--- config.mk ---
export PLATFORM = sky130hd
export DESIGN_NAME = fact_mmio
export DESIGN_NICKNAME = d
export VERILOG_FILES = /design/src/rtl/fact_pkg.sv /design/src/rtl/fact_dp.sv /design/src/rtl/fact_mmio.sv
export SDC_FILE = /design/constraint.sdc
export NUM_CORES = 1
export LEC_CHECK = 0
export ABC_AREA = 1
export BUFFER_PORTS_ARGS = -buffer_cell sky130_fd_sc_hd__buf_2
export CAP_MARGIN = 10
export CORE_MARGIN = 2
export CORE_UTILIZATION = 62
export CTS_CLUSTER_SIZE = 14
export DETAILED_ROUTE_END_ITERATION = 16
export PLACE_DENSITY_LB_ADDON = 0.15
export SLEW_MARGIN = 20
export SYNTH_ARGS = -nofsm -noshare
export SYNTH_HDL_FRONTEND = slang
export SYNTH_SLANG_ARGS = --single-unit
--- constraint.sdc ---
create_clock -name clk -period 4.9 [get_ports clk]
set_input_delay 0.98 -clock clk [delete_from_list [all_inputs] [get_ports clk]]
set_output_delay 0.98 -clock clk [all_outputs]
set_load 0.01 [all_outputs]
--- src/rtl/fact_pkg.sv ---
// Shared definitions for the memory-mapped factorial accelerator:
// FSM encoding, register offsets and STATUS bit positions.
package fact_pkg;

    typedef enum logic {
        IDLE = 1'b0,
        CALC = 1'b1
    } state_e;

    localparam logic [1:0] OFF_N      = 2'd0;
    localparam logic [1:0] OFF_GO     = 2'd1;
    localparam logic [1:0] OFF_STATUS = 2'd2;
    localparam logic [1:0] OFF_RESULT = 2'd3;

    localparam int unsigned DONE_BIT = 0;
    localparam int unsigned ERR_BIT  = 1;

endpackage

--- src/rtl/fact_dp.sv ---
// Factorial datapath: down-counter, accumulator and WIDTH x N_WIDTH multiplier,
// sequenced by load/clear/step strobes from the controlling FSM.
module fact_dp #(
    parameter int unsigned WIDTH   = 32,
    parameter int unsigned N_WIDTH = 4
) (
    input  logic               clk,
    input  logic               rst_n,
    input  logic               load_i,
    input  logic               clear_i,
    input  logic               step_i,
    input  logic [N_WIDTH-1:0] n_i,
    output logic [WIDTH-1:0]   acc_o,
    output logic               cnt_le1_c_o
);

    logic [WIDTH-1:0]   acc_q;
    logic [WIDTH-1:0]   acc_d;
    logic [N_WIDTH-1:0] cnt_q;
    logic [N_WIDTH-1:0] cnt_d;

    // Clear wins over load; only the low WIDTH bits of the product are kept.
    always_comb begin
        acc_d = acc_q;
        cnt_d = cnt_q;
        if (clear_i) begin
            acc_d = '0;
        end else if (load_i) begin
            acc_d = WIDTH'(1);
            cnt_d = n_i;
        end else if (step_i) begin
            acc_d = acc_q * WIDTH'(cnt_q);
            cnt_d = cnt_q - N_WIDTH'(1);
        end
    end

    always_ff @(posedge clk or negedge rst_n) begin
        if (!rst_n) begin
            acc_q <= '0;
            cnt_q <= '0;
        end else begin
            acc_q <= acc_d;
            cnt_q <= cnt_d;
        end
    end

    assign acc_o       = acc_q;
    assign cnt_le1_c_o = (cnt_q <= N_WIDTH'(1));

endmodule

--- src/rtl/fact_mmio.sv ---
// Memory-mapped factorial accelerator: N/GO/STATUS/RESULT register file,
// IDLE/CALC control FSM and combinational read mux.
module fact_mmio
    import fact_pkg::*;
#(
    parameter int unsigned WIDTH   = 32,
    parameter int unsigned N_WIDTH = 4,
    parameter int unsigned MAX_N   = 12
) (
    input  logic             clk,
    input  logic             rst_n,
    input  logic             we,
    input  logic [1:0]       a,
    input  logic [WIDTH-1:0] wd,
    output logic [WIDTH-1:0] rd
);

    state_e             state_q;
    logic [N_WIDTH-1:0] n_q;
    logic               go_q;
    logic               done_q;
    logic               err_q;

    logic               wr_n;
    logic               wr_go;
    logic               start;
    logic               n_bad;
    logic               dp_load;
    logic               dp_clear;
    logic               dp_step;
    logic               cnt_le1;
    logic [WIDTH-1:0]   acc;
    logic               unused_wd;

    // Register writes are only honoured while IDLE, so a GO landing on the
    // CALC->IDLE edge is dropped.
    assign wr_n     = we && (a == OFF_N)  && (state_q == IDLE);
    assign wr_go    = we && (a == OFF_GO) && (state_q == IDLE);
    assign start    = wr_go && wd[0];
    assign n_bad    = 32'(n_q) > MAX_N;
    assign dp_load  = start && !n_bad;
    assign dp_clear = start && n_bad;
    assign dp_step  = (state_q == CALC) && !cnt_le1;
    assign unused_wd = ^wd;

    always_ff @(posedge clk or negedge rst_n) begin
        if (!rst_n) begin
            state_q <= IDLE;
            n_q     <= '0;
            go_q    <= 1'b0;
            done_q  <= 1'b0;
            err_q   <= 1'b0;
        end else begin
            if (wr_n) begin
                n_q <= wd[N_WIDTH-1:0];
            end
            if (wr_go) begin
                go_q <= wd[0];
            end
            case (state_q)
                IDLE: begin
                    if (start) begin
                        done_q  <= n_bad;
                        err_q   <= n_bad;
                        state_q <= n_bad ? IDLE : CALC;
                    end
                end
                CALC: begin
                    if (cnt_le1) begin
                        done_q  <= 1'b1;
                        go_q    <= 1'b0;
                        state_q <= IDLE;
                    end
                end
                default: state_q <= IDLE;
            endcase
        end
    end

    fact_dp #(
        .WIDTH   (WIDTH),
        .N_WIDTH (N_WIDTH)
    ) u_dp (
        .clk         (clk),
        .rst_n       (rst_n),
        .load_i      (dp_load),
        .clear_i     (dp_clear),
        .step_i      (dp_step),
        .n_i         (n_q),
        .acc_o       (acc),
        .cnt_le1_c_o (cnt_le1)
    );

    always_comb begin
        rd = '0;
        case (a)
            OFF_N:      rd = WIDTH'(n_q);
            OFF_GO:     rd = WIDTH'(go_q);
            OFF_STATUS: begin
                rd[DONE_BIT] = done_q;
                rd[ERR_BIT]  = err_q;
            end
            OFF_RESULT: rd = acc;
            default:    rd = '0;
        endcase
    end

endmodule

# Word-level counts from Yosys, hierarchy flattened
# Cells that the tools add are included.
# W data, S select, Z words.
[classes]
n_addsub = 1
bitwise = 2
n_reduce_logical = 16
n_eq_ne = 5
n_lt_le_gt_ge = 2
n_mul = 1
div = 0
mux = 17
n_shift = 0
[op_table]
columns = ["operator", "count"]
rows = [
  ["$mux W32", 3],
  ["$pmux W30 S2", 1],
  ["$mul A32 B4 Y32", 1],
  ["$logic_and A1 B1 Y1", 8],
  ["$mux W1", 8],
  ["$mux W4", 2],
  ["$pmux W2 S4", 1],
  ["$reduce_and A2 Y1", 3],
  ["$eq A2 B2 Y1 const B", 2],
  ["$gt A4 B4 Y1 const B", 1],
  ["$le A4 B1 Y1 const B", 1],
  ["$pmux W1 S2", 2],
  ["$sub A4 B1 Y4 const B", 1],
  ["$reduce_bool A3 Y1", 1],
  ["$eq A2 B1 Y1 const B", 1],
  ["$logic_not A1 Y1", 2],
  ["$logic_not A2 Y1", 1],
  ["$ne A2 B1 Y1 const B", 1],
  ["$ne A2 B2 Y1 const B", 1],
  ["$not A1 Y1", 2],
  ["$reduce_bool A2 Y1", 1],
]
[word_totals]
register_bits = 44
latch_bits = 0
output_inout_bits = 32
in_bits = 37
rom_bits = 0
wordCells = 51
mem_bits_rw = 0
n_memories = 0

# Logic depth before layout (Yosys ltp)
# Gate-level depths: netlist of run 1.
[depth]
depth_word = 7
depth_mapped = 21
mapped_depth_nobuf = 18

# Hierarchy
# A second synthesis of run 1 with hierarchy kept.
[unflattened]
cells_unflattened = 1122
hier_area_um2 = 6801.5
[modules_own_cells]
columns = ["module", "area_per_inst_um2", "n_inst", "seq_area_each_um2", "cells_per_inst"]
rows = [
  ["fact_dp", 6097.1, 1, 900.9, 998],
  ["fact_mmio", 704.4, 1, 200.2, 124],
]

# Worst setup path before layout of run 1
# No wires, ideal clock.
[synth_path]
kind = "register -> register"
start = "reg u_dp.cnt_q[3]"
end = "reg u_dp.acc_q[18], in the netlist u_dp.acc_o[18]"
path_buffers = 2
path_stages_with_launch = 17
slack_ns = 1.392
setup_time_ns = 0.117
t_required_ns = 4.783
synth_period_minus_slack_ns = 3.508
arrival_ns = 3.390
path_cell_list = "dfrtp_1 clkbuf_1 buf_1 nand2_1 fa_1 fa_1 inv_1 fa_1 nand3_1 nand3_2 nand2_1 nand2_1 nand2_1 nand2_1 or2_0 nand3_1 nand2_1"
[synth_via]
elab_chain_cells = 4
elab_cells_between_ends = 8
cone_classes = "mul (1); order compare (1); mux (3); reduce/logical (3)"
[synth_lines]
columns = ["element", "line_no", "source"]
rows = [
  ["from (decl)", "fact_dp.sv:19", "logic [N_WIDTH-1:0] cnt_q;"],
  ["from (signal assigned)", "fact_dp.sv:43", "cnt_q <= cnt_d;"],
  ["$mul A32 B4 Y32 / $le A4 B1 Y1 (equally long branches)", "fact_dp.sv:32, fact_dp.sv:48", ""],
  ["$mux W32 / $logic_not A1 Y1 (equally long branches)", "fact_dp.sv:31, fact_mmio.sv:43", ""],
  ["$mux W32 / $logic_and A1 B1 Y1 (equally long branches)", "fact_dp.sv:28, fact_mmio.sv:43", ""],
  ["$mux W32 / $reduce_bool A3 Y1 (equally long branches)", "--", ""],
  ["to (signal assigned)", "fact_dp.sv:39", "acc_q <= '0;"],
  ["to (signal assigned)", "fact_dp.sv:42", "acc_q <= acc_d;"],
  ["to (decl)", "fact_dp.sv:17", "logic [WIDTH-1:0] acc_q;"],
]
# Parallel ways exist; a longest one is shown, timed or not. The select of a mux whose other input is x is not followed.
# A chain may end at the register's enable or synchronous reset.

# Final worst setup path of run 1
[layout_path]
start = "reg u_dp.cnt_q[3]"
end = "reg u_dp.acc_q[30], in the netlist u_dp.acc_o[30]"
# Same word-level chain as after synthesis.

==> results of run 1 <==
==> worst register-to-register path, delay by kind of cell, from the launching register on <==
family,cells,cell delay (ns)
adders and majority gates,3,1.42
and+or+nand+nor,6,0.67
AOI/OAI and AO/OA,2,0.45
buffers and inverters,5,0.53
DFF,1,0.63
==> cells in the mapped netlist, types with 3 or more instances <==
library cell,number
nand3_1,48
ha_1,38
a21oi_1,32
fa_1,57
dfrtp_1,44
buf_2,9
clkbuf_1,12
a22o_1,3
nor3_1,7
nand2_1,419
o221ai_1,3
o21ai_0,16
o21ai_1,5
nand4_1,4
nor2_2,6
nand2_2,10
and2_1,3
nor2_1,41
or2_0,3
inv_1,331
xnor2_1,4
inv_2,3
==> layer usage <==
layer,track usage,share of wire,vias up
met5,0,0,-
met4,0.0733,0.015,0
met3,0.0313,0.039,22
met2,0.502,0.49,134
met1,0.376,0.46,2925
li1,-,-,3262
==> cell type report <==
| type | instances | area, um^2 |
|---|---|---|
| clock buffers | 5 | 68.8 |
| clock inverters | 3 | 46.3 |
| fillers | 1071 | 3560 |
| inverters | 334 | 1250 |
| multi-input cells | 718 | 4300 |
| flip-flops and latches | 44 | 1100 |
| well taps | 140 | 175 |
| repair buffers | 45 | 240 |
==> report_power, final <==
part	leakage, nW	total [mW]	internal (mW)	switching, mW
Combinational	4.39	1.77	0.622	1.14
Sequential	0.574	0.768	0.497	0.271
Clock	0.0548	0.309	0.154	0.155
Total	5.01	2.84	1.27	1.57
==> cell usage in the layout (no fill, tap or decap), types with 2 or more instances in the layout <==
cell	Yosys	layout
nand2_1	419	419
inv_1	331	330
fa_1	57	57
nand3_1	48	48
dfrtp_1	44	44
nor2_1	41	41
buf_2	9	39
ha_1	38	38
a21oi_1	32	32
o21ai_0	16	16
nand2_2	10	10
nor3_1	7	7
nor2_2	6	6
buf_4	0	6
o21ai_1	5	5
clkbuf_8	0	5
nand4_1	4	4
xnor2_1	4	4
o221ai_1	3	3
inv_2	3	3
and2_1	3	3
or2_0	3	3
a22o_1	3	3
o21bai_1	2	2
nand3_2	2	2
nor2_4	2	2
a31oi_1	2	2
mux2_2	2	2
==> state kept, by name (all words and copies together) (netlist names) <==
register	count
err_q	1
state_q	1
u_dp.cnt_q	4
go_q	1
n_q	4
done_q	1
u_dp.acc_o	32
==> final timing paths <==
path                                from        endpoint  slack [ns]
hold / removal                     err_q           err_q        0.53
min in group asynchronous          rst_n  u_dp.acc_o[27]        0.65
max in group asynchronous          rst_n  u_dp.acc_o[16]        3.85
setup / recovery           u_dp.cnt_q[3]  u_dp.acc_o[30]        1.07
hold reg to reg                    err_q           err_q        0.53
setup reg to reg           u_dp.cnt_q[3]  u_dp.acc_o[30]        1.07
==> cell families (layout without fill, tap and decap cells) <==
family                   count (synthesis)  in the layout  synth area share
adder cells (fa/ha/maj)                 95             95             0.239
AO/OA/AOI/OAI                           68             68            0.0571
XOR/XNOR                                 5              5           0.00649
multiplexers                             2              2           0.00334
flip-flops                              44             44             0.163
AND/OR/NAND/NOR                        548            548             0.330
buffers and inverters                  357            387             0.200
==> flow_summary.toml, run 1 <==
[outcome]
outcome = "finished, final reports clean"

[clock_tree]
ctsHoldBuffers = 0
cts_root_buf = "clkbuf_8"
post_cts_buffers = 0
htreeDepth = 2
cts_tree = "done"
clock-sinks = 44
cts_buffers = 5
cts_resized = 0
clk_path_buf_depth = 2
clkTransAtPathRegs_ns = 0.10
clk_latency_ns = 0.32

[grt]
grt_max_degree = 45
grt_pass1_wl_um = 26800
grt.overflow.total = 0
grt_pass1_vias = 5915
grtUsageTotal = 0.285
antenna_found_initial = 0

[cells_and_area]
fin_nets = 1280
syn2layout_area_growth_pct = 6.41
final_area_um2 = 7180
stdcell_count = 1289
diodes = 0
fin_util = 0.669
layout-drive-gt1-share = 0.0705

[synthesis]
ys_seq_elements = 44
synth_top_area_frac = 0.233
synth.distinct_cells = 37
synth.area.top_cells = "nand2_1 23%, inv_1 18%, fa_1 17%"
ys.flop_type = "dfrtp_1"
synth_nets = 1251
async_reset_ff_frac = 1.00
synth_area_leader_cell = "nand2_1"
syn_inst = 1119
synth_edf_count = 0
syn_area_um2 = 6750
avgSynthCellArea_um2 = 6.03
yosysWarnings = 0
seq_area_frac_synth = 0.163

[timing]
fin_ws_ns = 1.07
fin_worst_skew_ns = 0.00963
hold_violations = 0
max_freq_mhz = 261
tightest_slew_ns = 1.03
slew_headroom = 0.308
finalCritPeriodShare = 0.782
layout_min_cycle_time_ns = 3.83
hold-worst-slack_ns = 0.528
fin_setup_tns_ns = 0
slew_viol_final = 0
rsz0062_at_grt = "no"
finalSetupViolCount = 0

[placement]
placed_area_um2 = 7070
pre_cts_slack_ns = 1.14
io_buffers = 40
gp_congestion = 0.947
dp_hpwl_um = 12400
dp.cells = 1281

[floorplanning]
floorplan.initialDensity = 0.628
fp.coreArea_um2 = 10700
die_area_um2 = 11700
row_count = 38
die_w_um = 108
ios = 69
die_h_um = 108

[worst_setup_path]
critical-path-top-delay-family = "adder cells"
path_class = "reg -> reg"
critPathMaxStageDelay_ns = 0.63
cp.required_ns = 5.11
r2r.worst_path.cells = 16
critPathLaunchType = "flip-flop"
endpoint_kind = "flip-flop"
cp_slowest_cell = "dfrtp_1"
cp_num_buf_inv = 5
path_cells = "buf_4 > nand2_1 > inv_1 > fa_1 > inv_1 > fa_1 > inv_1 > ha_1 > nand2_1 > inv_1 > a21oi_1 > nand2_1 > a21oi_1 > nand3_1 > nand3_1 > nand2_1"
arrival_ns = 4.04
path_max_fanout = 17
crit_cells = 16

[detailed_routing]
wire_per_inst_um = 12.2
routed_wl_um = 15800
first_pass_iters = 4
vias_per_cell = 4.92
drt-initial-drc-count = 355
antenna_left = 0
drc = 0
vias = 6343

[flow_run]
maxCapViolCount = 0

[power]
peakVddDrop_v = 0.000354
finalPower_mw = 2.84
p_leak_nw = 5.01
power.density_nw_per_um2 = 396

[hold_path]
hold_path_depth = 1
hp-class = "reg -> reg"
No activity file was read; power rests on OpenSTA's default activity.
==> inputs of run 2 (changes only) <==
--- a/config.mk
+++ b/config.mk
@@ -9,7 +9,7 @@
 export BUFFER_PORTS_ARGS = -buffer_cell sky130_fd_sc_hd__buf_2
 export CAP_MARGIN = 10
 export CORE_MARGIN = 2
-export CORE_UTILIZATION = 62
+export CORE_UTILIZATION = 56
 export CTS_CLUSTER_SIZE = 14
 export DETAILED_ROUTE_END_ITERATION = 16
 export PLACE_DENSITY_LB_ADDON = 0.15
==> constraint.sdc (replaced) <==
create_clock -name clk -period 3.1 [get_ports clk]
set_input_delay 0.62 -clock clk [delete_from_list [all_inputs] [get_ports clk]]
set_output_delay 0.62 -clock clk [all_outputs]
set_load 0.01 [all_outputs]
==> flow_summary.toml, run 2 (synthesis results as in run 1) <==
[timing]
hold-worst-slack_ns = 0.323
finalSetupViolCount = 21
hold_violations = 0
max_freq_mhz = 308
fin_ws_ns = -0.145
slew_viol_final = 0
layout_min_cycle_time_ns = 3.24
tightest_slew_ns = 0.633
slew_headroom = 0.578
fin_worst_skew_ns = 0.0108
finalCritPeriodShare = 1.05
rsz0062_at_grt = "yes"

[clock_tree]
clkTransAtPathRegs_ns = 0.07
clock-sinks = 44
clk_latency_ns = 0.30
htreeDepth = 2
cts_tree = "done"
clk_path_buf_depth = 2
cts_buffers = 5
cts_root_buf = "clkbuf_16"
ctsHoldBuffers = 0

[worst_setup_path]
r2r.worst_path.cells = 17
path_class = "reg -> reg"
timing.rr.end = "u_dp.acc_o[15]"
cp.required_ns = 3.28
rrSetupSlack_ns = -0.14
rr_startpoint = "u_dp.cnt_q[3]"
path_max_fanout = 13
arrival_ns = 3.43
critPathLaunchType = "flip-flop"
endpoint_kind = "flip-flop"

[grt]
grt_use_met1 = 0.397
antenna_found_initial = 0
grt_util_met2 = 0.483
grt.overflow.total = 0
globalRoute.busiestLayer = "met2"
grt_pass1_vias = 6334
grt_use_met3 = 0.0223
grt_max_degree = 45
grt_pass1_wl_um = 29500
grtUsageTotal = 0.280

[detailed_routing]
drc = 0
antenna_left = 0
routed_wl_um = 17900
vias = 6819
wire_per_inst_um = 13.0
drt-initial-drc-count = 350
first_pass_iters = 5
vias_per_cell = 4.95

[floorplanning]
die_area_um2 = 13000
die_w_um = 114
floorplan.initialDensity = 0.567
fp.coreArea_um2 = 11900
row_count = 40
die_h_um = 114
ios = 69

[outcome]
violations = "negative setup slack"
outcome = "complete, but fails checks"

[power]
peakVddDrop_v = 0.000473
p_leak_nw = 5.71
power.density_nw_per_um2 = 694

[placement]
gp_congestion = 0.954
pre_cts_slack_ns = -0.268
dp_hpwl_um = 13000
placed_area_um2 = 7960
io_buffers = 40

[cells_and_area]
largest_register_ffs = 32
final_area_um2 = 8790
diodes = 0
layout_commonest_cell = "nand2_1"
fin_nets = 1362
layout-drive-gt1-share = 0.261
final_cell_mix = "364 x nand2_1, 310 x inv_1, 80 x buf_4"
syn2layout_area_growth_pct = 30.2
fin_util = 0.738

[flow_run]
maxCapViolCount = 0

[hold_path]
hp-class = "in -> async"
[run 2: cell count changes in the layout (fill, tap and decap cells not counted), sizes merged]
| cell | change |
|---|---|
| clkinvlp | -1 |
| clkbuf | +1 |
| clkinv | +1 |
| buf | +81 |
[run 2: layer usage]
layer  wire, um  vias up  part of all wire
li1           -     3439                 -
met1       7990     3203              0.45
met2       8830      161              0.49
met3        842       16             0.047
met4        198        0             0.011
met5          0        -                 0
[run 2: layout make-up]
class,count,area [um^2]
Clock buffer,5,125
Clock inverter,3,47.5
Fill cell,983,3120
Inverter,334,1260
Multi-Input combinational cell,718,5130
Sequential cell,44,1100
Tap cell,147,184
Timing Repair Buffer,127,943
[run 2: how the worst max path moves through the flow]
stage	to	startpoint	cells past startpoint	slack, ns
3_3_place_gp	u_dp.acc_o[23]	u_dp.cnt_q[3]	19	-0.22
4_1_cts	u_dp.acc_o[26]	u_dp.cnt_q[3]	19	-0.15
3_5_place_dp	u_dp.acc_o[25]	u_dp.cnt_q[3]	19	-0.27
6_report	u_dp.acc_o[15]	u_dp.cnt_q[3]	17	-0.14
2_1_floorplan	u_dp.acc_o[11]	u_dp.cnt_q[2]	18	0.007
5_1_grt	u_dp.acc_o[30]	u_dp.cnt_q[1]	18	-0.33
[run 2: repair_timing]
| action | in CTS | in global routing |
|---|---|---|
| gates resized for setup | 43 | 125 |
| endpoints found under the hold margin | 0 | 0 |
| cloned | 0 | 1 |
| pin swaps | 6 | 22 |
| setup buffers | 0 | 8 |
| setup endpoints to repair | 25 | 27 |
[run 2: report_power, final]
group          switching (mW)  internal [mW]  total (mW)
Sequential              0.242          0.793        1.04
Combinational            2.53           1.89        4.41
Clock                   0.271          0.384       0.655
[run 2: metrics by stage]
stage / total power, mW / setup TNS (ns) / cells
6_report: 6.10 / -1.96 / 1378
5_1_grt: 6.67 / -5.77 / 1378
4_1_cts: 5.79 / -1.94 / 1369
3_5_place_dp: 4.94 / -4.28 / 1361
3_3_place_gp: 4.85 / -3.26 / 1361
2_1_floorplan: 3.68 / 0 / 1119
[run 2: critical path, stage by stage (launching register included)]
cell	delay, ns
dfrtp_2	0.44
buf_12	0.16
nand2_1	0.05
inv_1	0.05
fa_1	0.53
inv_1	0.06
fa_1	0.54
inv_1	0.07
ha_4	0.28
nand2_1	0.09
nand2_2	0.07
nand2_1	0.08
nand2_2	0.07
a21oi_2	0.18
nand2_4	0.10
buf_4	0.14
o21ai_1	0.13
nand2_1	0.06
==> inputs of run 3 (changes only) <==
--- a/config.mk
+++ b/config.mk
@@ -9,7 +9,7 @@
 export BUFFER_PORTS_ARGS = -buffer_cell sky130_fd_sc_hd__buf_2
 export CAP_MARGIN = 10
 export CORE_MARGIN = 2
-export CORE_UTILIZATION = 56
+export CORE_UTILIZATION = 62
 export CTS_CLUSTER_SIZE = 14
 export DETAILED_ROUTE_END_ITERATION = 16
 export PLACE_DENSITY_LB_ADDON = 0.15
==> constraint.sdc (replaced) <==
create_clock -name clk -period 3.7 [get_ports clk]
set_input_delay 0.74 -clock clk [delete_from_list [all_inputs] [get_ports clk]]
set_output_delay 0.74 -clock clk [all_outputs]
set_load 0.01 [all_outputs]
==> flow_summary.toml, run 3 (synthesis results as in run 1) <==
[clock_tree]
htreeDepth = 2
clock-sinks = 44
cts_tree = "done"
cts_resized = 0
ctsHoldBuffers = 0
clkTransAtPathRegs_ns = 0.09
cts_root_buf = "clkbuf_8"
clk_path_buf_depth = 2
clk_latency_ns = 0.31
post_cts_buffers = 0
cts_buffers = 5

[timing]
hold-worst-slack_ns = 0.423
rsz0062_at_grt = "no"
finalSetupViolCount = 0
slew_viol_final = 0
finalCritPeriodShare = 0.939
slew_headroom = 0.548
tightest_slew_ns = 0.677
fin_setup_tns_ns = 0
fin_worst_skew_ns = 0.00977
fin_ws_ns = 0.225
layout_min_cycle_time_ns = 3.47
max_freq_mhz = 288
hold_violations = 0

[grt]
grt_pass1_vias = 6072
globalRoute.busiestLayer = "met2"
antenna_found_initial = 0
grt_util_met2 = 0.501
grtUsageTotal = 0.285
grt_use_met1 = 0.380
grt_max_degree = 45
grt_pass1_wl_um = 27100
grt_use_met3 = 0.0362
grt.overflow.total = 0

[worst_setup_path]
arrival_ns = 3.68
endpoint_kind = "flip-flop"
cp_slowest_cell = "fa_1"
critPathMaxStageDelay_ns = 0.54
cp.required_ns = 3.91
crit_cells = 19
path_max_fanout = 19
critical-path-top-delay-family = "adder cells"
rrSetupSlack_ns = 0.23
cp_num_buf_inv = 4
timing.rr.end = "u_dp.acc_o[26]"
rr_startpoint = "u_dp.cnt_q[3]"
r2r.worst_path.cells = 19
path_class = "reg -> reg"
path_cells = "buf_4 > nand2_1 > inv_1 > fa_1 > inv_1 > fa_1 > inv_1 > ha_1 > nand2_1 > nor2_1 > nand2_1 > nand2_1 > nand2_1 > nand2_1 > nand2_1 > nand2_1 > nand2_1 > nand3_1 > nand2_1"
cp_common_cell = "nand2_1"
critPathLaunchType = "flip-flop"

[placement]
dp.cells = 1289
io_buffers = 40
dp_hpwl_um = 12400
pre_cts_slack_ns = 0.246
gp_congestion = 0.925

[power]
p_leak_nw = 5.06
comb_power_share = 0.653
swShare = 0.538
clkPwrFrac = 0.108
peakVddDrop_v = 0.000470
p_seq_frac = 0.239
p_switching_mw = 2.04
power.density_nw_per_um2 = 523
intPower_mw = 1.75

[detailed_routing]
drc = 0
wire_per_inst_um = 11.8
first_pass_iters = 7
drt-initial-drc-count = 288
vias_per_cell = 4.90
vias = 6350
routed_wl_um = 15400
antenna_left = 0

[cells_and_area]
layout-drive-gt1-share = 0.0778
syn2layout_area_growth_pct = 7.43
layout_commonest_cell = "nand2_1"
largest_register_ffs = 32
fin_nets = 1288
diodes = 0
stdcell_count = 1297
final_cell_mix = "419 x nand2_1, 331 x inv_1, 57 x fa_1"

[floorplanning]
row_count = 38
ios = 69
die_area_um2 = 11700
die_w_um = 108
floorplan.initialDensity = 0.628
fp.coreArea_um2 = 10700
die_h_um = 108

[hold_path]
hp-class = "in -> async"

[flow_run]
maxCapViolCount = 0

[outcome]
outcome = "finished, final reports clean"
-- run 3: changes by cell type in the layout (fill, tap and decap cells not counted), moves of 12 or more --
cell,change
inv_2,-20
nand2_2,-42
inv_1,+21
ha_4,-23
buf_4,-66
nand3_2,-17
nand2_1,+55
a21oi_1,+13
ha_1,+23
nand3_1,+20
nand2_4,-12
-- run 3: final cells by class --
cell class,count,area (um^2)
Tap cell,140,175
Sequential cell,44,1100
Clock buffer,6,82.6
Multi-Input combinational cell,718,4300
Inverter,334,1250
Fill cell,1055,3490
Timing Repair Buffer,53,300
Clock inverter,2,38.8
-- run 3: how the worst max path moves through the flow --
| stage | start | to | slack [ns] |
|---|---|---|---|
| finish | u_dp.cnt_q[3] | u_dp.acc_o[26] | 0.23 |
| global route | u_dp.cnt_q[3] | u_dp.acc_o[25] | 0.007 |
| CTS | u_dp.cnt_q[3] | u_dp.acc_o[26] | 0.25 |
| detailed placement | u_dp.cnt_q[3] | u_dp.acc_o[26] | 0.25 |
| global placement | u_dp.cnt_q[3] | u_dp.acc_o[26] | 0.31 |
| floorplan | u_dp.cnt_q[3] | u_dp.acc_o[18] | 0.19 |
-- run 3: power groups by stage --
| stage | logic [mW] | clock network (mW) | registers, mW |
|---|---|---|---|
| after CTS | 2.48 | 0.420 | 0.906 |
| after global placement | 2.40 | 0 | 0.913 |
| after detailed placement | 2.47 | 0 | 0.913 |
| final | 2.48 | 0.411 | 0.904 |
| after floorplan | 1.91 | 0 | 0.834 |
| after global routing | 2.88 | 0.440 | 0.941 |
-- run 3: metal layers --
layer  up-vias  wire [um]
li1       3282          -
met1      2901       7060
met2       152       7390
met3        15        736
met4         0        175
met5         -          0
-- run 3: metrics by stage --
| step | power (mW) | util | instance area, um^2 |
|---|---|---|---|
| detailed placement | 3.38 | 0.663 | 7130 |
| floorplan | 2.74 | - | 6750 |
| CTS | 3.81 | 0.675 | 7250 |
| global route | 4.27 | 0.675 | 7250 |
| finish | 3.79 | 0.675 | 7250 |
| global placement | 3.32 | 0.663 | 7130 |
-- run 3: worst register-to-register path, cell delays in order (launching register included) --
cell and delay [ns]:
dfrtp_1 0.39, buf_4 0.22, nand2_1 0.09, inv_1 0.05, fa_1 0.53, inv_1 0.06, fa_1 0.54, inv_1 0.05
ha_1 0.35, nand2_1 0.11, nor2_1 0.20, nand2_1 0.08, nand2_1 0.10, nand2_1 0.07, nand2_1 0.13, nand2_1 0.11
nand2_1 0.07, nand2_1 0.04, nand3_1 0.12, nand2_1 0.06
